<file path="config.mk">
export PLATFORM = sky130hd
export DESIGN_NAME = pc_sequencer_flat
export DESIGN_NICKNAME = d
export VERILOG_FILES = /design/src/rtl/pc_sequencer_if.sv /design/src/rtl/pc_sequencer.sv /design/src/flat_wrapper.sv
export SDC_FILE = /design/constraint.sdc
export NUM_CORES = 1
export LEC_CHECK = 0
export BUFFER_PORTS_ARGS = -buffer_cell sky130_fd_sc_hd__buf_2
export CAP_MARGIN = 5
export CELL_PAD_IN_SITES_DETAIL_PLACEMENT = 0
export CELL_PAD_IN_SITES_GLOBAL_PLACEMENT = 1
export CORE_MARGIN = 10
export CORE_UTILIZATION = 25
export DETAILED_ROUTE_END_ITERATION = 8
export PLACE_DENSITY = 0.62
export RECOVER_POWER = 50
export SLEW_MARGIN = 25
export SYNTH_ARGS = -nofsm -noshare
export SYNTH_HDL_FRONTEND = slang
export SYNTH_SLANG_ARGS = --single-unit
</file>
<file path="constraint.sdc">
create_clock -name clk -period 4.1 [get_ports clk]
set_clock_uncertainty 0.1 [all_clocks]
set_input_delay 0.205 -clock clk [delete_from_list [all_inputs] [get_ports clk]]
set_output_delay 0.205 -clock clk [all_outputs]
set_load 0.01 [all_outputs]
</file>
<file path="src/rtl/pc_sequencer_if.sv">
// Control/datapath-facing signal bundle of the fetch/execute sequencer.
// The master side drives enable, control and data inputs; the slave side is the sequencer.
interface pc_sequencer_if #(
    parameter int unsigned PC_WIDTH  = 8,
    parameter int unsigned CNT_WIDTH = 16
);
    logic                 en;
    logic [1:0]           PS;
    logic                 IL;
    logic [15:0]          instr_in;
    logic [PC_WIDTH-1:0]  bus_a;
    logic                 state;
    logic [PC_WIDTH-1:0]  pc;
    logic [15:0]          ir;
    logic [3:0]           opcode;
    logic [3:0]           DR;
    logic [3:0]           SA;
    logic [3:0]           SB;
    logic [CNT_WIDTH-1:0] retired;

    modport master (
        output en, PS, IL, instr_in, bus_a,
        input  state, pc, ir, opcode, DR, SA, SB, retired
    );

    modport slave (
        input  en, PS, IL, instr_in, bus_a,
        output state, pc, ir, opcode, DR, SA, SB, retired
    );
endinterface

</file>
<file path="src/rtl/pc_sequencer.sv">
// Fetch/execute sequencer: phase bit, program counter, instruction register
// and a saturating count of retired instructions.
module pc_sequencer #(
    parameter int unsigned         PC_WIDTH  = 8,
    parameter logic [PC_WIDTH-1:0] RESET_PC  = '0,
    parameter int unsigned         CNT_WIDTH = 16
) (
    input  logic           clk,
    input  logic           rst_n,
    pc_sequencer_if.slave  bus
);
    typedef enum logic {
        FETCH   = 1'b0,
        EXECUTE = 1'b1
    } phase_t;

    phase_t               st_q, st_d;
    logic [PC_WIDTH-1:0]  pc_q, pc_d;
    logic [15:0]          ir_q, ir_d;
    logic [CNT_WIDTH-1:0] ret_q, ret_d;
    logic [7:0]           br_off;
    logic [PC_WIDTH-1:0]  br_ext;

    // Branch offset is {DR,SB}, sign-extended through a signed cast.
    assign br_off = {ir_q[11:8], ir_q[3:0]};
    assign br_ext = PC_WIDTH'($signed(br_off));

    always_ff @(posedge clk or negedge rst_n) begin
        if (!rst_n) begin
            st_q  <= FETCH;
            pc_q  <= RESET_PC;
            ir_q  <= '0;
            ret_q <= '0;
        end else begin
            st_q  <= st_d;
            pc_q  <= pc_d;
            ir_q  <= ir_d;
            ret_q <= ret_d;
        end
    end

    always_comb begin
        st_d  = st_q;
        pc_d  = pc_q;
        ir_d  = ir_q;
        ret_d = ret_q;
        if (bus.en) begin
            unique case (st_q)
                FETCH: begin
                    st_d = EXECUTE;
                    if (bus.IL) ir_d = bus.instr_in;
                end
                EXECUTE: begin
                    st_d = FETCH;
                    unique case (bus.PS)
                        2'b00: pc_d = pc_q;
                        2'b01: pc_d = pc_q + PC_WIDTH'(1);
                        2'b10: pc_d = pc_q + br_ext;
                        2'b11: pc_d = bus.bus_a;
                        default: pc_d = pc_q;
                    endcase
                    if (ret_q != '1) ret_d = ret_q + CNT_WIDTH'(1);
                end
                default: st_d = FETCH;
            endcase
        end
    end

    assign bus.state   = (st_q == EXECUTE);
    assign bus.pc      = pc_q;
    assign bus.ir      = ir_q;
    assign bus.opcode  = ir_q[15:12];
    assign bus.DR      = ir_q[11:8];
    assign bus.SA      = ir_q[7:4];
    assign bus.SB      = ir_q[3:0];
    assign bus.retired = ret_q;
endmodule

</file>
<file path="src/flat_wrapper.sv">
// flat-port wrapper written by rule: the top's interface ports become plain ports
module pc_sequencer_flat 
#(
    parameter int unsigned         PC_WIDTH  = 8,
    parameter logic [PC_WIDTH-1:0] RESET_PC  = '0,
    parameter int unsigned         CNT_WIDTH = 16
)
  (clk, rst_n, bus_en, bus_PS, bus_IL, bus_instr_in, bus_bus_a, bus_state, bus_pc, bus_ir, bus_opcode, bus_DR, bus_SA, bus_SB, bus_retired);
  pc_sequencer_if #(.PC_WIDTH(PC_WIDTH), .CNT_WIDTH(CNT_WIDTH)) bus_i ();
  input  logic clk;
  input  logic rst_n;
  input wire logic [$bits(bus_i.en)-1:0] bus_en;
  input wire logic [$bits(bus_i.PS)-1:0] bus_PS;
  input wire logic [$bits(bus_i.IL)-1:0] bus_IL;
  input wire logic [$bits(bus_i.instr_in)-1:0] bus_instr_in;
  input wire logic [$bits(bus_i.bus_a)-1:0] bus_bus_a;
  output wire logic [$bits(bus_i.state)-1:0] bus_state;
  output wire logic [$bits(bus_i.pc)-1:0] bus_pc;
  output wire logic [$bits(bus_i.ir)-1:0] bus_ir;
  output wire logic [$bits(bus_i.opcode)-1:0] bus_opcode;
  output wire logic [$bits(bus_i.DR)-1:0] bus_DR;
  output wire logic [$bits(bus_i.SA)-1:0] bus_SA;
  output wire logic [$bits(bus_i.SB)-1:0] bus_SB;
  output wire logic [$bits(bus_i.retired)-1:0] bus_retired;
  assign bus_i.en = bus_en;
  assign bus_i.PS = bus_PS;
  assign bus_i.IL = bus_IL;
  assign bus_i.instr_in = bus_instr_in;
  assign bus_i.bus_a = bus_bus_a;
  assign bus_state = bus_i.state;
  assign bus_pc = bus_i.pc;
  assign bus_ir = bus_i.ir;
  assign bus_opcode = bus_i.opcode;
  assign bus_DR = bus_i.DR;
  assign bus_SA = bus_i.SA;
  assign bus_SB = bus_i.SB;
  assign bus_retired = bus_i.retired;
  pc_sequencer #(.PC_WIDTH(PC_WIDTH), .RESET_PC(RESET_PC), .CNT_WIDTH(CNT_WIDTH)) u_core (.clk(clk), .rst_n(rst_n), .bus(bus_i));
endmodule
</file>
==> reports/qor.yml <==
crit_chain: "dlygate4sd3_1, clkbuf_1"
final_cell_area_um2: 2780
track_usage_pct: 9.26
die-area_um2: 13300
final_nets: 335
grt_pass1_vias: 1935
max_stage_delay_ps: 1660
yosys_register_bits: 41
syn_area_um2: 2270
clk_pin_slew_ps: 90
timing.critical_path.buf_inv: 2
p_int_mw: 1.07
synth.distinct_cells: 42
power.leakage_nw: 1.32
min_period_ps: 2580
cp-end-kind: "async pin"
antenna_found_initial: 0
vias: 1809
path_max_fanout: 41
multi_input_area_um2: 1090
drv_cap: 1
cp_num_cells: 2
die_y_um: 115
tritoncts: "done"
num_io_pins: 87
r2r_cells: 9
violations: "capacitance limit, slew limit"
p_per_area_nw_per_um2: 636
synth.avg_cell_area_um2: 10.3
worstMarginPinSlew_ps: 2330
min_path_cells: 2
clk_latency_ps: 290
combPwrFrac_pct: 42.3
setup_viol: 0
final.setup.tns_ps: 0
cp.required_ps: 3920
fillCellCount: 961
maxSlewViolCount: 42
dpl_cell_area_um2: 2710
critPathTopFamily: "buffers and inverters"
ys_warn_count: 0
p_clk_share_pct: 18.2
critPathLaunchType: "input pin"
ctsResizeCount: 0
dr.pass1.iters: 4
via_per_inst: 4.48
dp_hpwl_mm: 4.76
synthFlopType: "dfrtp_1"
route.detailed.drc: 0
worstPathArrival_ps: 2400
hp-class: "in2reg"
switching_share_pct: 39.9
sequentialPowerShare_pct: 39.5
grt_max_degree: 42
p_sw_mw: 0.706
utilization_pct: 31.8
finalCritPeriodShare_pct: 63.0
slowest_stage: "clkbuf_1"
cts_buffers: 5
fmax_ghz: 0.387
grt_pass1_wl_mm: 9.94
diodes: 0
overflow: 0
hold_viol_final: 0
holdWs_ps: 34.3
start_util_pct: 25.9
status: "finished, violations left"
globalplace.congestion: 0.795
regArea_um2: 1030
clockRootBuffer: "clkbuf_8"
vdd_drop_max_uv: 222
max_slew_margin_pct: -55.3
syn_nets: 260
core_um2: 8760
die_width_um: 115
final_layout_size_suffix_gt1_share_pct: 30.7
postRouteAntennaNets: 0
area_growth_syn_to_layout_pct: 22.7
synth_edf_count: 0
row_count: 34
p_total_mw: 1.77
numClockSinks: 41
initialDrtViolationCount: 57
ys_seq_area_share_pct: 45.2
syn-instance-count: 221
crit_type: "in2async"
wire_per_inst_um: 15.3
rsz0062_at_grt: "false"
h-tree-depth: 2
portBuffers: 86
async_reset_ff_share_pct: 100
cts.path.max_buffers: 2
drt_wl_total_mm: 6.17
==> cell type report <==
class | count | share of cell area (%)
multi-input cells | 155 | 39.1
flip-flops and latches | 41 | 36.9
repair buffers | 88 | 14.8
well taps | 108 | 4.85
clock buffers | 5 | 2.47
clock inverters | 2 | 1.26
inverters | 5 | 0.674
==> worst reg2reg max path, cell delays in order (launching register included) <==
cell and delay [ps]:
dfrtp_1 400, nand2b_1 120, ha_1 160, inv_1 60, fa_1 380, nor2b_1 210, o21ai_0 140, a211o_1 270
o211ai_1 90, nor2_1 50
==> cells in the final DEF (no fill, tap or decap), types with 2 or more instances in the layout <==
master    instances
nor2_2            2
ha_1              8
nor4_1            2
o21a_1            2
o211ai_1          3
buf_2            58
nand3b_1          2
nor2b_1           3
and2_1            6
nand3_1           9
o21ai_0          10
a31oi_1           3
nand2_1          19
dfrtp_1          41
or3_1             2
xor2_1           12
a211o_1           2
and3_1            4
inv_1             5
xnor2_1           3
mux2_2           17
clkbuf_1         28
clkbuf_8          5
nor4b_1           2
nor3_1            6
nor2_1           13
a21oi_1          10
==> sequential cells by signal (all words and copies together), names as in the netlist <==
signal,flops
u_core.bus.pc,8
u_core.bus.retired,16
u_core.bus.ir,16
u_core.bus.state,1
==> per-layer routing <==
layer  up-vias  GRT usage (%)  part of all wire (%)
li1        910              -                     -
met3         2           3.07                   6.5
met4         0           2.48                  0.50
met1       851           11.0                    44
met5         -              0                     0
met2        46           15.7                    49
==> Yosys cell counts, types with 3 or more instances <==
cell type | count | area share, %
dfrtp_1 | 41 | 45
nand2_1 | 19 | 3.1
mux2_2 | 17 | 8.4
buf_4 | 16 | 5.3
nor2_1 | 13 | 2.2
xor2_1 | 12 | 4.6
a21oi_1 | 10 | 2.2
o21ai_0 | 10 | 2.2
nand3_1 | 9 | 2.0
ha_1 | 8 | 4.4
and2_1 | 6 | 1.7
nor3_1 | 6 | 1.3
inv_1 | 5 | 0.83
and3_1 | 4 | 1.1
a31oi_1 | 3 | 0.83
nor2b_1 | 3 | 0.83
o211ai_1 | 3 | 0.99
xnor2_1 | 3 | 1.2
==> power by group through the flow <==
stage	sequential (mW)	clock (mW)	combinational, mW
6_report	0.699	0.322	0.750
4_1_cts	0.702	0.341	0.808
3_5_place_dp	0.707	0	0.806
5_1_grt	0.731	0.355	0.852
2_1_floorplan	0.754	0	0.501
3_3_place_gp	0.706	0	0.805
==> through the flow <==
stage / cells / setup slack [ps]
global route: 404 / 978
finish: 404 / 1520
detailed placement: 396 / 1610
CTS: 404 / 1930
floorplan: 221 / 2100
global placement: 396 / 1660
==> path summary, 6_finish.rpt <==
kind / from / to / slack [ps]
max: rst_n / u_core.bus.retired[0]$_DFFE_PN0P_ / 1520
min: bus_instr_in[1] / u_core.bus.ir[1]$_DFFE_PN0P_ / 30
max reg2reg: u_core.bus.ir[0]$_DFFE_PN0P_ / u_core.bus.pc[6]$_DFFE_PN0P_ / 2030
min reg2reg: u_core.bus.retired[5]$_DFFE_PN0P_ / u_core.bus.retired[5]$_DFFE_PN0P_ / 400
max in group clk: bus_PS[1] / u_core.bus.pc[7]$_DFFE_PN0P_ / 1950
min in group asynchronous: rst_n / u_core.bus.pc[1]$_DFFE_PN0P_ / 1050
==> what timing repair did <==
item,4_1_cts,5_1_grt
setup endpoints to repair,0,0
hold endpoints to repair,6,0
setup buffers,0,0
hold buffers,1,0
==> kinds of logic after synthesis <==
logic type               Yosys count  share of synthesized area, %
flip-flops                        41                          45.2
adder cells (fa/ha/maj)            9                          5.29
XOR/XNOR                          15                          5.79
buffers and inverters             25                          6.89
AND/OR/NAND/NOR                   79                          18.9
AO/OA/AOI/OAI                     35                          9.48
multiplexers                      17                          8.43
Power figures use the tool's default switching activity.
